===== src/rtl/ddr2_sdram_local_port_arbiter_if.sv =====
`default_nettype none
// ============================================================================
// Module   : ddr2_sdram_local_port_arbiter_if
// Brief    : Avalon-style local port bundle between one master and the
//            DDR2 local-port arbiter.
// Revision : 1.0
// ============================================================================
interface ddr2_sdram_local_port_arbiter_if #(
    parameter int DATA_W = 32,
    parameter int ADDR_W = 24,
    parameter int SIZE_W = 2
);
    logic                  read;
    logic                  write;
    logic [ADDR_W-1:0]     address;
    logic [SIZE_W-1:0]     size;
    logic [DATA_W-1:0]     wdata;
    logic [DATA_W/8-1:0]   be;
    logic                  waitrequest;
    logic [DATA_W-1:0]     readdata;
    logic                  readdatavalid;

    modport master (
        output read, write, address, size, wdata, be,
        input  waitrequest, readdata, readdatavalid
    );

    modport slave (
        input  read, write, address, size, wdata, be,
        output waitrequest, readdata, readdatavalid
    );
endinterface
`default_nettype wire


===== src/rtl/ddr2_sdram_local_port_arbiter.sv =====
`default_nettype none
// ============================================================================
// Module   : ddr2_sdram_local_port_arbiter
// Brief    : Two-port round-robin arbiter for the DDR2 controller local port,
//            with write-burst locking and an in-order read-return tag FIFO.
// Revision : 1.0
// ============================================================================
module ddr2_sdram_local_port_arbiter #(
    parameter int DATA_W    = 32,
    parameter int ADDR_W    = 24,
    parameter int SIZE_W    = 2,
    parameter int TAG_DEPTH = 8
) (
    input  wire logic                   clk,
    input  wire logic                   reset,
    ddr2_sdram_local_port_arbiter_if.slave p0,
    ddr2_sdram_local_port_arbiter_if.slave p1,
    input  wire logic                   ctl_init_done,
    input  wire logic                   ctl_ready,
    output logic                        ctl_read_req,
    output logic                        ctl_write_req,
    output logic                        ctl_burstbegin,
    output logic [ADDR_W-1:0]           ctl_addr,
    output logic [SIZE_W-1:0]           ctl_size,
    output logic [DATA_W-1:0]           ctl_wdata,
    output logic [DATA_W/8-1:0]         ctl_be,
    input  wire logic [DATA_W-1:0]      ctl_rdata,
    input  wire logic                   ctl_rdata_valid,
    output logic                        rd_underflow
);

    localparam int c_ptr_w = $clog2(TAG_DEPTH);
    localparam logic [c_ptr_w:0]   c_depth    = (c_ptr_w+1)'(TAG_DEPTH);
    localparam logic [SIZE_W-1:0]  c_size_one = SIZE_W'(1);

    typedef enum logic [0:0] {
        ST_IDLE   = 1'b0,
        ST_WBURST = 1'b1
    } state_t;

    state_t                 r_state;
    state_t                 w_state_nxt;
    logic                   r_rr;
    logic                   r_owner;
    logic [SIZE_W-1:0]      r_remaining;
    logic [ADDR_W-1:0]      r_burst_addr;
    logic [SIZE_W-1:0]      r_burst_size;

    logic                   r_tag_port [TAG_DEPTH];
    logic [SIZE_W-1:0]      r_tag_size [TAG_DEPTH];
    logic [c_ptr_w-1:0]     r_wr_ptr;
    logic [c_ptr_w-1:0]     r_rd_ptr;
    logic [c_ptr_w:0]       r_count;
    logic [SIZE_W-1:0]      r_head_cnt;

    logic                   r_underflow;
    logic                   r_rdv0;
    logic                   r_rdv1;
    logic [DATA_W-1:0]      r_rdata0;
    logic [DATA_W-1:0]      r_rdata1;

    logic                   w_empty;
    logic                   w_full;
    logic                   w_beat;
    logic                   w_head_port;
    logic [SIZE_W-1:0]      w_head_size;
    logic                   w_head_last;
    logic                   w_pop;
    logic                   w_tag_avail;
    logic                   w_elig0;
    logic                   w_elig1;
    logic                   w_sel_valid;
    logic                   w_sel_port;
    logic                   w_is_idle;
    logic                   w_s_read;
    logic                   w_s_write;
    logic [ADDR_W-1:0]      w_s_addr;
    logic [SIZE_W-1:0]      w_s_size;
    logic [SIZE_W-1:0]      w_s_size_eff;
    logic [DATA_W-1:0]      w_s_wdata;
    logic [DATA_W/8-1:0]    w_s_be;
    logic                   w_accept;
    logic                   w_push;

    // Tag FIFO status; a pop in this cycle frees a slot for a read pushed in the same cycle
    assign w_empty     = (r_count == '0);
    assign w_full      = (r_count == c_depth);
    assign w_beat      = ctl_rdata_valid & ~w_empty;
    assign w_head_port = r_tag_port[r_rd_ptr];
    assign w_head_size = r_tag_size[r_rd_ptr];
    assign w_head_last = (({1'b0, r_head_cnt} + 1'b1) == {1'b0, w_head_size});
    assign w_pop       = w_beat & w_head_last;
    assign w_tag_avail = ~w_full | w_pop;

    assign w_elig0   = p0.write | (p0.read & w_tag_avail);
    assign w_elig1   = p1.write | (p1.read & w_tag_avail);
    assign w_is_idle = (r_state == ST_IDLE);

    always_comb begin
        w_sel_valid = 1'b0;
        w_sel_port  = 1'b0;
        if (!reset && ctl_init_done) begin
            if (r_state == ST_WBURST) begin
                w_sel_valid = 1'b1;
                w_sel_port  = r_owner;
            end else if (w_elig0 && w_elig1) begin
                w_sel_valid = 1'b1;
                w_sel_port  = r_rr;
            end else if (w_elig0) begin
                w_sel_valid = 1'b1;
                w_sel_port  = 1'b0;
            end else if (w_elig1) begin
                w_sel_valid = 1'b1;
                w_sel_port  = 1'b1;
            end
        end
    end

    assign w_s_read     = w_sel_port ? p1.read    : p0.read;
    assign w_s_write    = w_sel_port ? p1.write   : p0.write;
    assign w_s_addr     = w_sel_port ? p1.address : p0.address;
    assign w_s_size     = w_sel_port ? p1.size    : p0.size;
    assign w_s_wdata    = w_sel_port ? p1.wdata   : p0.wdata;
    assign w_s_be       = w_sel_port ? p1.be      : p0.be;
    assign w_s_size_eff = (w_s_size == '0) ? c_size_one : w_s_size;

    // Write wins when a master illegally raises read and write together
    always_comb begin
        ctl_read_req   = w_sel_valid & w_is_idle & ~w_s_write & w_s_read;
        ctl_write_req  = w_sel_valid & w_s_write;
        ctl_burstbegin = w_sel_valid & w_is_idle;
        ctl_addr       = '0;
        ctl_size       = '0;
        ctl_wdata      = '0;
        ctl_be         = '0;
        if (w_sel_valid) begin
            ctl_addr  = w_is_idle ? w_s_addr     : r_burst_addr;
            ctl_size  = w_is_idle ? w_s_size_eff : r_burst_size;
            ctl_wdata = w_s_wdata;
            ctl_be    = w_s_be;
        end
    end

    assign w_accept = (ctl_read_req | ctl_write_req) & ctl_ready;
    assign w_push   = ctl_read_req & ctl_ready;

    assign p0.waitrequest   = ~(w_sel_valid & ~w_sel_port & ctl_ready);
    assign p1.waitrequest   = ~(w_sel_valid &  w_sel_port & ctl_ready);
    assign p0.readdatavalid = r_rdv0;
    assign p1.readdatavalid = r_rdv1;
    assign p0.readdata      = r_rdata0;
    assign p1.readdata      = r_rdata1;
    assign rd_underflow     = r_underflow;

    always_ff @(posedge clk) begin
        if (reset) begin
            r_state <= ST_IDLE;
        end else begin
            r_state <= w_state_nxt;
        end
    end

    always_comb begin
        w_state_nxt = r_state;
        case (r_state)
            ST_IDLE: begin
                if (w_accept && w_s_write && (w_s_size_eff > c_size_one)) begin
                    w_state_nxt = ST_WBURST;
                end
            end
            ST_WBURST: begin
                if (w_accept && (r_remaining == c_size_one)) begin
                    w_state_nxt = ST_IDLE;
                end
            end
        endcase
    end

    always_ff @(posedge clk) begin
        if (reset) begin
            r_rr         <= 1'b0;
            r_owner      <= 1'b0;
            r_remaining  <= '0;
            r_burst_addr <= '0;
            r_burst_size <= '0;
        end else if (w_accept) begin
            r_rr <= ~w_sel_port;
            if (w_is_idle) begin
                r_owner      <= w_sel_port;
                r_remaining  <= w_s_size_eff - c_size_one;
                r_burst_addr <= w_s_addr;
                r_burst_size <= w_s_size_eff;
            end else begin
                r_remaining  <= r_remaining - c_size_one;
            end
        end
    end

    always_ff @(posedge clk) begin
        if (w_push) begin
            r_tag_port[r_wr_ptr] <= w_sel_port;
            r_tag_size[r_wr_ptr] <= w_s_size_eff;
        end
    end

    always_ff @(posedge clk) begin
        if (reset) begin
            r_wr_ptr    <= '0;
            r_rd_ptr    <= '0;
            r_count     <= '0;
            r_head_cnt  <= '0;
            r_underflow <= 1'b0;
            r_rdv0      <= 1'b0;
            r_rdv1      <= 1'b0;
            r_rdata0    <= '0;
            r_rdata1    <= '0;
        end else begin
            if (w_push) begin
                r_wr_ptr <= r_wr_ptr + 1'b1;
            end
            if (w_pop) begin
                r_rd_ptr <= r_rd_ptr + 1'b1;
            end
            if (w_push && !w_pop) begin
                r_count <= r_count + 1'b1;
            end else if (!w_push && w_pop) begin
                r_count <= r_count - 1'b1;
            end
            if (w_beat) begin
                r_head_cnt <= w_head_last ? '0 : (r_head_cnt + 1'b1);
            end
            if (ctl_rdata_valid && w_empty) begin
                r_underflow <= 1'b1;
            end
            r_rdv0 <= w_beat & ~w_head_port;
            r_rdv1 <= w_beat &  w_head_port;
            if (w_beat && !w_head_port) begin
                r_rdata0 <= ctl_rdata;
            end
            if (w_beat && w_head_port) begin
                r_rdata1 <= ctl_rdata;
            end
        end
    end

endmodule
`default_nettype wire


===== src/flat_wrapper.sv =====
// flat-port wrapper written by rule: the top's interface ports become plain ports
module ddr2_sdram_local_port_arbiter_flat 
#(
    parameter int DATA_W    = 32,
    parameter int ADDR_W    = 24,
    parameter int SIZE_W    = 2,
    parameter int TAG_DEPTH = 8
)
  (clk, reset, ctl_init_done, ctl_ready, ctl_read_req, ctl_write_req, ctl_burstbegin, ctl_addr, ctl_size, ctl_wdata, ctl_be, ctl_rdata, ctl_rdata_valid, rd_underflow, p0_read, p0_write, p0_address, p0_size, p0_wdata, p0_be, p0_waitrequest, p0_readdata, p0_readdatavalid, p1_read, p1_write, p1_address, p1_size, p1_wdata, p1_be, p1_waitrequest, p1_readdata, p1_readdatavalid);
  ddr2_sdram_local_port_arbiter_if #(.DATA_W(DATA_W), .ADDR_W(ADDR_W), .SIZE_W(SIZE_W)) p0_i ();
  ddr2_sdram_local_port_arbiter_if #(.DATA_W(DATA_W), .ADDR_W(ADDR_W), .SIZE_W(SIZE_W)) p1_i ();
  input  wire logic clk;
  input  wire logic reset;
  input  wire logic ctl_init_done;
  input  wire logic ctl_ready;
  output logic ctl_read_req;
  output logic ctl_write_req;
  output logic ctl_burstbegin;
  output logic [ADDR_W-1:0] ctl_addr;
  output logic [SIZE_W-1:0] ctl_size;
  output logic [DATA_W-1:0] ctl_wdata;
  output logic [DATA_W/8-1:0] ctl_be;
  input  wire logic [DATA_W-1:0] ctl_rdata;
  input  wire logic ctl_rdata_valid;
  output logic rd_underflow;
  input wire logic [$bits(p0_i.read)-1:0] p0_read;
  input wire logic [$bits(p0_i.write)-1:0] p0_write;
  input wire logic [$bits(p0_i.address)-1:0] p0_address;
  input wire logic [$bits(p0_i.size)-1:0] p0_size;
  input wire logic [$bits(p0_i.wdata)-1:0] p0_wdata;
  input wire logic [$bits(p0_i.be)-1:0] p0_be;
  output wire logic [$bits(p0_i.waitrequest)-1:0] p0_waitrequest;
  output wire logic [$bits(p0_i.readdata)-1:0] p0_readdata;
  output wire logic [$bits(p0_i.readdatavalid)-1:0] p0_readdatavalid;
  input wire logic [$bits(p1_i.read)-1:0] p1_read;
  input wire logic [$bits(p1_i.write)-1:0] p1_write;
  input wire logic [$bits(p1_i.address)-1:0] p1_address;
  input wire logic [$bits(p1_i.size)-1:0] p1_size;
  input wire logic [$bits(p1_i.wdata)-1:0] p1_wdata;
  input wire logic [$bits(p1_i.be)-1:0] p1_be;
  output wire logic [$bits(p1_i.waitrequest)-1:0] p1_waitrequest;
  output wire logic [$bits(p1_i.readdata)-1:0] p1_readdata;
  output wire logic [$bits(p1_i.readdatavalid)-1:0] p1_readdatavalid;
  assign p0_i.read = p0_read;
  assign p0_i.write = p0_write;
  assign p0_i.address = p0_address;
  assign p0_i.size = p0_size;
  assign p0_i.wdata = p0_wdata;
  assign p0_i.be = p0_be;
  assign p0_waitrequest = p0_i.waitrequest;
  assign p0_readdata = p0_i.readdata;
  assign p0_readdatavalid = p0_i.readdatavalid;
  assign p1_i.read = p1_read;
  assign p1_i.write = p1_write;
  assign p1_i.address = p1_address;
  assign p1_i.size = p1_size;
  assign p1_i.wdata = p1_wdata;
  assign p1_i.be = p1_be;
  assign p1_waitrequest = p1_i.waitrequest;
  assign p1_readdata = p1_i.readdata;
  assign p1_readdatavalid = p1_i.readdatavalid;
  ddr2_sdram_local_port_arbiter #(.DATA_W(DATA_W), .ADDR_W(ADDR_W), .SIZE_W(SIZE_W), .TAG_DEPTH(TAG_DEPTH)) u_core (.clk(clk), .reset(reset), .p0(p0_i), .p1(p1_i), .ctl_init_done(ctl_init_done), .ctl_ready(ctl_ready), .ctl_read_req(ctl_read_req), .ctl_write_req(ctl_write_req), .ctl_burstbegin(ctl_burstbegin), .ctl_addr(ctl_addr), .ctl_size(ctl_size), .ctl_wdata(ctl_wdata), .ctl_be(ctl_be), .ctl_rdata(ctl_rdata), .ctl_rdata_valid(ctl_rdata_valid), .rd_underflow(rd_underflow));
endmodule

===== config.mk =====
export PLATFORM = sky130hd
export DESIGN_NAME = ddr2_sdram_local_port_arbiter_flat
export DESIGN_NICKNAME = d
export VERILOG_FILES = /design/src/rtl/ddr2_sdram_local_port_arbiter_if.sv /design/src/rtl/ddr2_sdram_local_port_arbiter.sv /design/src/flat_wrapper.sv
export SDC_FILE = /design/constraint.sdc
export NUM_CORES = 1
export LEC_CHECK = 0
export CAP_MARGIN = 20
export CORE_ASPECT_RATIO = 1.25
export CORE_MARGIN = 2
export CORE_UTILIZATION = 29
export DETAILED_ROUTE_END_ITERATION = 10
export PLACE_DENSITY = 0.62
export SETUP_SLACK_MARGIN = 0.1
export SLEW_MARGIN = 20
export SYNTH_ARGS = -nofsm -noshare
export SYNTH_HDL_FRONTEND = slang
export SYNTH_SLANG_ARGS = --single-unit

===== constraint.sdc =====
create_clock -name clk -period 10.2 [get_ports clk]
set_clock_uncertainty 0.05 [all_clocks]
set_input_delay 2.04 -clock clk [delete_from_list [all_inputs] [get_ports clk]]
set_output_delay 2.04 -clock clk [all_outputs]
set_load 0.05 [all_outputs]

# Word level (Yosys, flattened, before mapping)

Memories as Yosys holds them, arrays and structs flattened. A register that Yosys moved wholly into a read port is not among the register bits.
Index checks and enable logic that the tools add are counted.

Add/subtract/negate cells: 8
Equal/unequal tests: 3
$lt $le $gt $ge: 1
Reduce and logical (&&, ||, !) cells: 18
Muxes and demuxes: 35
Bitwise logic cells: 28

Operator list:

| cell                | number |
|---|---|
| $mux 24             | 3 |
| $mux 32             | 2 |
| $and 1x1->1         | 16 |
| $mux 4              | 4 |
| $mux 1              | 15 |
| $mux 2              | 6 |
| $mux 3              | 4 |
| $logic_and 1x1->1   | 10 |
| $not 1->1           | 8 |
| $add 3x1->3 const B | 2 |
| $add 4x1->4 const B | 1 |
| $eq 4x4->1 const B  | 1 |
| $logic_not 1->1     | 4 |
| $logic_not 4->1     | 1 |
| $or 1x1->1          | 4 |
| $sub 2x1->2 const B | 2 |
| $sub 4x1->4 const B | 1 |
| $add 2x1->3 const B | 1 |
| $eq 3x2->1          | 1 |
| $add 2x1->2 const B | 1 |
| $eq 2x1->1 const B  | 1 |
| $gt 2x1->1 const B  | 1 |
| $logic_not 2->1     | 1 |
| $pmux 1 s2          | 1 |
| other kinds (2)     | 2 |

Logic and storage cells: 110
Bits in writable memories: 24
Input port bits: 165
Memories kept: 2
Register bits: 110

Memory list:

| memory            | depth | width | read ports | clocked after memory_dff | wr ports | RTL line                            | RTL |
|---|---|---|---|---|---|---|---|
| u_core.r_tag_size | 8     | 2     | 1          | 1                        | 1        | ddr2_sdram_local_port_arbiter.sv:50 | `logic [SIZE_W-1:0] r_tag_size [TAG_DEPTH];` |
| u_core.r_tag_port | 8     | 1     | 1          | 1                        | 1        | ddr2_sdram_local_port_arbiter.sv:49 | `logic r_tag_port [TAG_DEPTH];` |

# Depth between registers and ports, before layout

Word-level depth: 22
Depth in mapped cells: 18
Depth with buffers taken out: 16

# Least setup slack after synthesis

OpenSTA, ideal clock, no wires.

Path type: in2out
From: input port ctl_rdata_valid
To: output port ctl_size[0]
Setup slack: 3.452 ns
Arrival: 4.658 ns
Path buffers: 1
Stages on the path: 9
Cell sequence: o41ai_2 -> nor3b_1 -> mux2i_1 -> o21ba_2 -> a2111oi_2 -> buf_2 -> mux2i_1 -> nand2_1 -> a21oi_1

Longest elaborated chain between the ends: 15
Elaborated cells between the ends (all ways): 22
Those cells by class: mux: 13; bitwise: 7; reduce/logical: 2

Ends and longest elaborated chain:

| element                          | RTL line                             | RTL |
|---|---|---|
| start, declared                  | flat_wrapper.sv:24                   | `input wire logic ctl_rdata_valid;` |
| $and 1x1->1 *                    | ddr2_sdram_local_port_arbiter.sv:88  | `assign w_beat = ctl_rdata_valid & ~w_empty;` |
| $and 1x1->1 *                    | ddr2_sdram_local_port_arbiter.sv:92  | `assign w_pop = w_beat & w_head_last;` |
| $or 1x1->1 *                     | ddr2_sdram_local_port_arbiter.sv:93  | `assign w_tag_avail = ~w_full \| w_pop;` |
| $and 1x1->1                      | ddr2_sdram_local_port_arbiter.sv:96  | `assign w_elig1 = p1.write \| (p1.read & w_tag_avail);` |
| $or 1x1->1                       | ddr2_sdram_local_port_arbiter.sv:96  |  |
| $mux 1                           | ddr2_sdram_local_port_arbiter.sv:112 | `end else if (w_elig1) begin` |
| $mux 1                           | ddr2_sdram_local_port_arbiter.sv:109 | `end else if (w_elig0) begin` |
| $mux 1 *                         | ddr2_sdram_local_port_arbiter.sv:106 | `end else if (w_elig0 && w_elig1) begin` |
| $mux 1 *                         | ddr2_sdram_local_port_arbiter.sv:103 | `if (r_state == ST_WBURST) begin` |
| $mux 1 *                         | ddr2_sdram_local_port_arbiter.sv:102 | `if (!reset && ctl_init_done) begin` |
| $mux 2 *                         | ddr2_sdram_local_port_arbiter.sv:122 | `assign w_s_size = w_sel_port ? p1.size : p0.size;` |
| $logic_not 2->1                  | ddr2_sdram_local_port_arbiter.sv:125 | `assign w_s_size_eff = (w_s_size == '0) ? c_size_one : w_s_size;` |
| $mux 2 *                         | ddr2_sdram_local_port_arbiter.sv:125 |  |
| named net u_core.w_s_size_eff[0] | ddr2_sdram_local_port_arbiter.sv:79  | `logic [SIZE_W-1:0] w_s_size_eff;` |
| $mux 2 *                         | -                                    |  |
| $mux 2 *                         | ddr2_sdram_local_port_arbiter.sv:136 | `if (w_sel_valid) begin` |
| end, declared                    | flat_wrapper.sv:20                   | `output logic [SIZE_W-1:0] ctl_size;` |

Mark *: on every way through the listed nets, which the timed path passes. The rest lies on a longest branch.

# Worst setup path after layout

From: input port ctl_rdata_valid
To: output port ctl_size[1]

The elaborated chain is that of the path after synthesis.

==> results.sh <==
export IMPL_detailedRoute_firstIterationViolations=283
export IMPL_cts_buffer_depth=2
export IMPL_insertedDiodeCount=0
export IMPL_max_stage_delay_ns=0.84
export IMPL_place_congestion=0.802
export IMPL_power_total_mw=1.49
export IMPL_cp_end_kind="output port"
export IMPL_drt_wirelength_um=19300
export IMPL_timing_critical_path_slowest_stage_cell="clkdlybuf4s50_1"
export IMPL_net_count_synth=799
export IMPL_count_of_buffers_inserted_at_the_top_level_ports=298
export IMPL_global_route_overflow_total=0
export IMPL_outcome="completed"
export IMPL_post_cts_resize_count=0
export IMPL_antenna_left=0
export IMPL_cts_max_level=4
export IMPL_cts_hold_buf=0
export IMPL_grt_usage=0.168
export IMPL_whs_ns=0.416
export IMPL_total_drc_errors_in_the_routed_layout=0
export IMPL_timing_critical_path_mode_cell="clkdlybuf4s50_1"
export IMPL_pre_cts_slack_ns=2.43
export IMPL_fraction_of_the_mapped_netlist_area_in_compound_gates=0.147
export IMPL_clkTransAtPathRegs_ns=0.06
export IMPL_final_total_negative_setup_slack_ns=0
export IMPL_critical_path_fanout_max=80
export IMPL_pwr_density_cell_mw_per_mm2=148
export IMPL_worstPathRequired_ns=8.11
export IMPL_p_leak_nw=3.98
export IMPL_crit_chain="clkdlybuf4s50_1 > o41ai_2 > nor3b_1 > mux2i_1 > o21ba_2 > a2111oi_4 > buf_12 > mux2_2 > nand2_1 > a21oi_1 > clkdlybuf4s50_1"
export IMPL_ys_seq_area_frac=0.478
export IMPL_start_kind="input pin"
export IMPL_antenna_found_initial=0
export IMPL_detail_route_first_pass_iterations=5
export IMPL_tritoncts="yes"
export IMPL_grt_pass1_wl_um=29900
export IMPL_post_synth_num_cell_types=44
export IMPL_floorplan_initialDensity=0.293
export IMPL_finish_net_count=1077
export IMPL_chipHeight_um=168
export IMPL_post_layout_worst_setup_margin_ns=2.41
export IMPL_post_synth_and_or_nand_nor_area_fraction=0.129
export IMPL_cts_root_buffer_cell="clkbuf_16"
export IMPL_yosysWarnings=0
export IMPL_hold_path_class="reg2reg"
export IMPL_synthXorXnorAreaFrac=0.00982
export IMPL_die_width_um=135
export IMPL_maxCapViolCount=0
export IMPL_vdd_ir_max_v=0.000125
export IMPL_synth_avg_cell_area_um2=9.98
export IMPL_period_minus_slack_ns=7.79
export IMPL_finalCoreUtilization=0.471
export IMPL_rows=60
export IMPL_criticalPathCategory="in2out"
export IMPL_timing_max_slew_rel_slack=0.392
export IMPL_worst_pin_slew_ns=0.904
export IMPL_setup_viol=0
export IMPL_yosys_register_bits=137
export IMPL_first_global_vias=5589
export IMPL_io_pin_count=299
export IMPL_cts_made_buffers=17
export IMPL_cts_post_setup_buffers_inserted=0
export IMPL_drive_above_1_share=0.0524
export IMPL_clkLatencyLatePin_ns=0.41
export IMPL_cp_data_arrival_time_ns=5.70
export IMPL_routed_via_count=5668
export IMPL_grt_start_max_net_pins=86
export IMPL_dpl_hpwl_um=14200
export IMPL_clock_sinks=137
export IMPL_placeableCoreArea_mm2=0.0213
export IMPL_avgRoutedWirePerCell_um=16.2
export IMPL_setup_repair_after_global_routing_missed_its_margin="false"
export IMPL_synth_mux_area_frac=0.183
export IMPL_syn_cell_area_mm2=0.00625
export IMPL_synthesis_instances=626
export IMPL_timing_final_crit_share=0.764
export IMPL_viasPerCell=4.74
export IMPL_max_freq_ghz=0.128
export IMPL_report_final_hold_viol_count=0
export IMPL_fp_dieArea_mm2=0.0227
export IMPL_synth_fa_ha_area_frac=0.0172
export IMPL_syn_to_final_growth_pct=60.9
export IMPL_drv_slew=0
export IMPL_synth_top_family_by_area="multiplexers"
-- synth_stat cells --
cell | count | area (um^2)
nor2_1 | 91 | 342
o2111ai_1 | 2 | 17.5
a32oi_1 | 1 | 8.76
o311ai_0 | 1 | 8.76
o41ai_2 | 1 | 16.3
a32o_1 | 1 | 10.0
a31oi_1 | 1 | 6.26
a21oi_1 | 14 | 70.1
nor3b_1 | 1 | 7.51
dfxtp_1 | 113 | 2260
mux2i_1 | 101 | 1010
edfxtp_1 | 24 | 721
nor2b_1 | 2 | 12.5
nand3_1 | 29 | 145
nand2b_1 | 4 | 25.0
inv_2 | 1 | 3.75
mux2_2 | 2 | 22.5
o31ai_1 | 2 | 15.0
nor4_1 | 1 | 6.26
o211ai_1 | 1 | 7.51
o21ba_2 | 1 | 10.0
or3_1 | 4 | 25.0
buf_1 | 6 | 22.5
a21boi_1 | 1 | 7.51
o211a_1 | 24 | 240
nand3b_1 | 1 | 7.51
ha_1 | 7 | 87.6
a22o_1 | 36 | 315
buf_4 | 1 | 7.51
nand2_1 | 41 | 154
buf_2 | 6 | 30.0
and3_1 | 2 | 12.5
o21a_1 | 1 | 7.51
clkbuf_1 | 33 | 124
clkinv_1 | 1 | 3.75
xnor2_1 | 3 | 26.3
inv_1 | 9 | 33.8
nor3_1 | 14 | 70.1
fa_1 | 1 | 20.0
o21ai_0 | 29 | 145
a2111oi_2 | 1 | 15.0
a21o_1 | 2 | 15.0
mux4_2 | 5 | 113
xor2_1 | 4 | 35.0
-- state kept, by name, summed over array words and instances, names as in the netlist, named ones only --
name                     cells
u_core.p0.readdata          32
u_core.r_state               1
u_core.r_burst_size          2
u_core.r_count               4
u_core.r_rr                  1
u_core.p0.readdatavalid      1
u_core.r_owner               1
u_core.r_remaining           2
u_core.r_wr_ptr              3
u_core.p1.readdatavalid      1
u_core.r_rd_ptr              3
u_core.rd_underflow          1
u_core.r_tag_port            8
u_core.r_burst_addr         24
u_core.r_head_cnt            2
u_core.p1.readdata          32
u_core.r_tag_size           16
-- layout by cell type (no fill, tap or decap), drive strengths merged, types with 2 or more instances in the layout --
| cell type | n |
|---|---|
| and3 | 2 |
| nor2b | 2 |
| xnor2 | 3 |
| buf | 8 |
| o31ai | 2 |
| dfxtp | 113 |
| a21oi | 14 |
| clkinv | 4 |
| mux2i | 101 |
| ha | 7 |
| o2111ai | 2 |
| mux2 | 2 |
| nand2b | 4 |
| o211a | 24 |
| clkbuf | 23 |
| nand2 | 41 |
| nor2 | 91 |
| inv | 11 |
| xor2 | 4 |
| o21ai | 29 |
| or3 | 4 |
| edfxtp | 24 |
| a22o | 36 |
| bufinv | 3 |
| clkdlybuf4s50 | 297 |
| nor3 | 14 |
| a21o | 2 |
| mux4 | 5 |
| nand3 | 29 |
-- cells by family after synthesis --
| family | Yosys count |
|---|---|
| adders and majority gates | 8 |
| AOI/OAI and AO/OA | 119 |
| and+or+nand+nor | 190 |
| DFF | 137 |
| muxes | 108 |
| buffers and inverters | 57 |
| xor gates and xnor gates | 7 |
-- path summary, 6_finish.rpt --
check                           slack, ns  depth (start not counted)           endpoint            start
worst max-delay path                 2.41                         11        ctl_size[1]  ctl_rdata_valid
worst min-delay path                 0.42                          2     u_core.r_owner   u_core.r_owner
worst max register to register       5.28                         17  u_core.r_count[3]        flip-flop
worst min register to register       0.42                          2     u_core.r_owner   u_core.r_owner
-- through the flow --
step           cells  cell area (um^2)
2_1_floorplan    626              6250
3_3_place_gp    1164              9480
3_5_place_dp    1164              9480
4_1_cts         1195             10100
5_1_grt         1195             10100
6_report        1195             10100
-- power by group --
part / switching (mW) / internal, mW
clock: 0.217 / 0.382
sequential: 0.0117 / 0.569
combinational: 0.172 / 0.138
-- layer usage --
layer / vias to the layer above / global-route usage / share of wire
met4: 0 / 0.0439 / 0.012
met5: - / 0 / 0
li1: 2810 / - / -
met3: 19 / 0.0671 / 0.093
met2: 247 / 0.284 / 0.48
met1: 2592 / 0.197 / 0.42
-- critical path: cells and delay by family --
| kind | cells | cell delay [ns] |
|---|---|---|
| compound gates | 4 | 1.06 |
| buf+inv | 3 | 1.73 |
| mux | 2 | 0.50 |
| simple gates | 2 | 0.31 |
-- layout make-up --
class                           count  area [um^2]
Fill cell                        2084        11300
Multi-Input combinational cell    432         3070
Timing Repair Buffer              305         3040
Sequential cell                   137         2980
Clock buffer                       23          448
Tap cell                          279          349
Clock inverter                      8          121
Inverter                           11         41.3
Power figures use the tool's default switching activity.
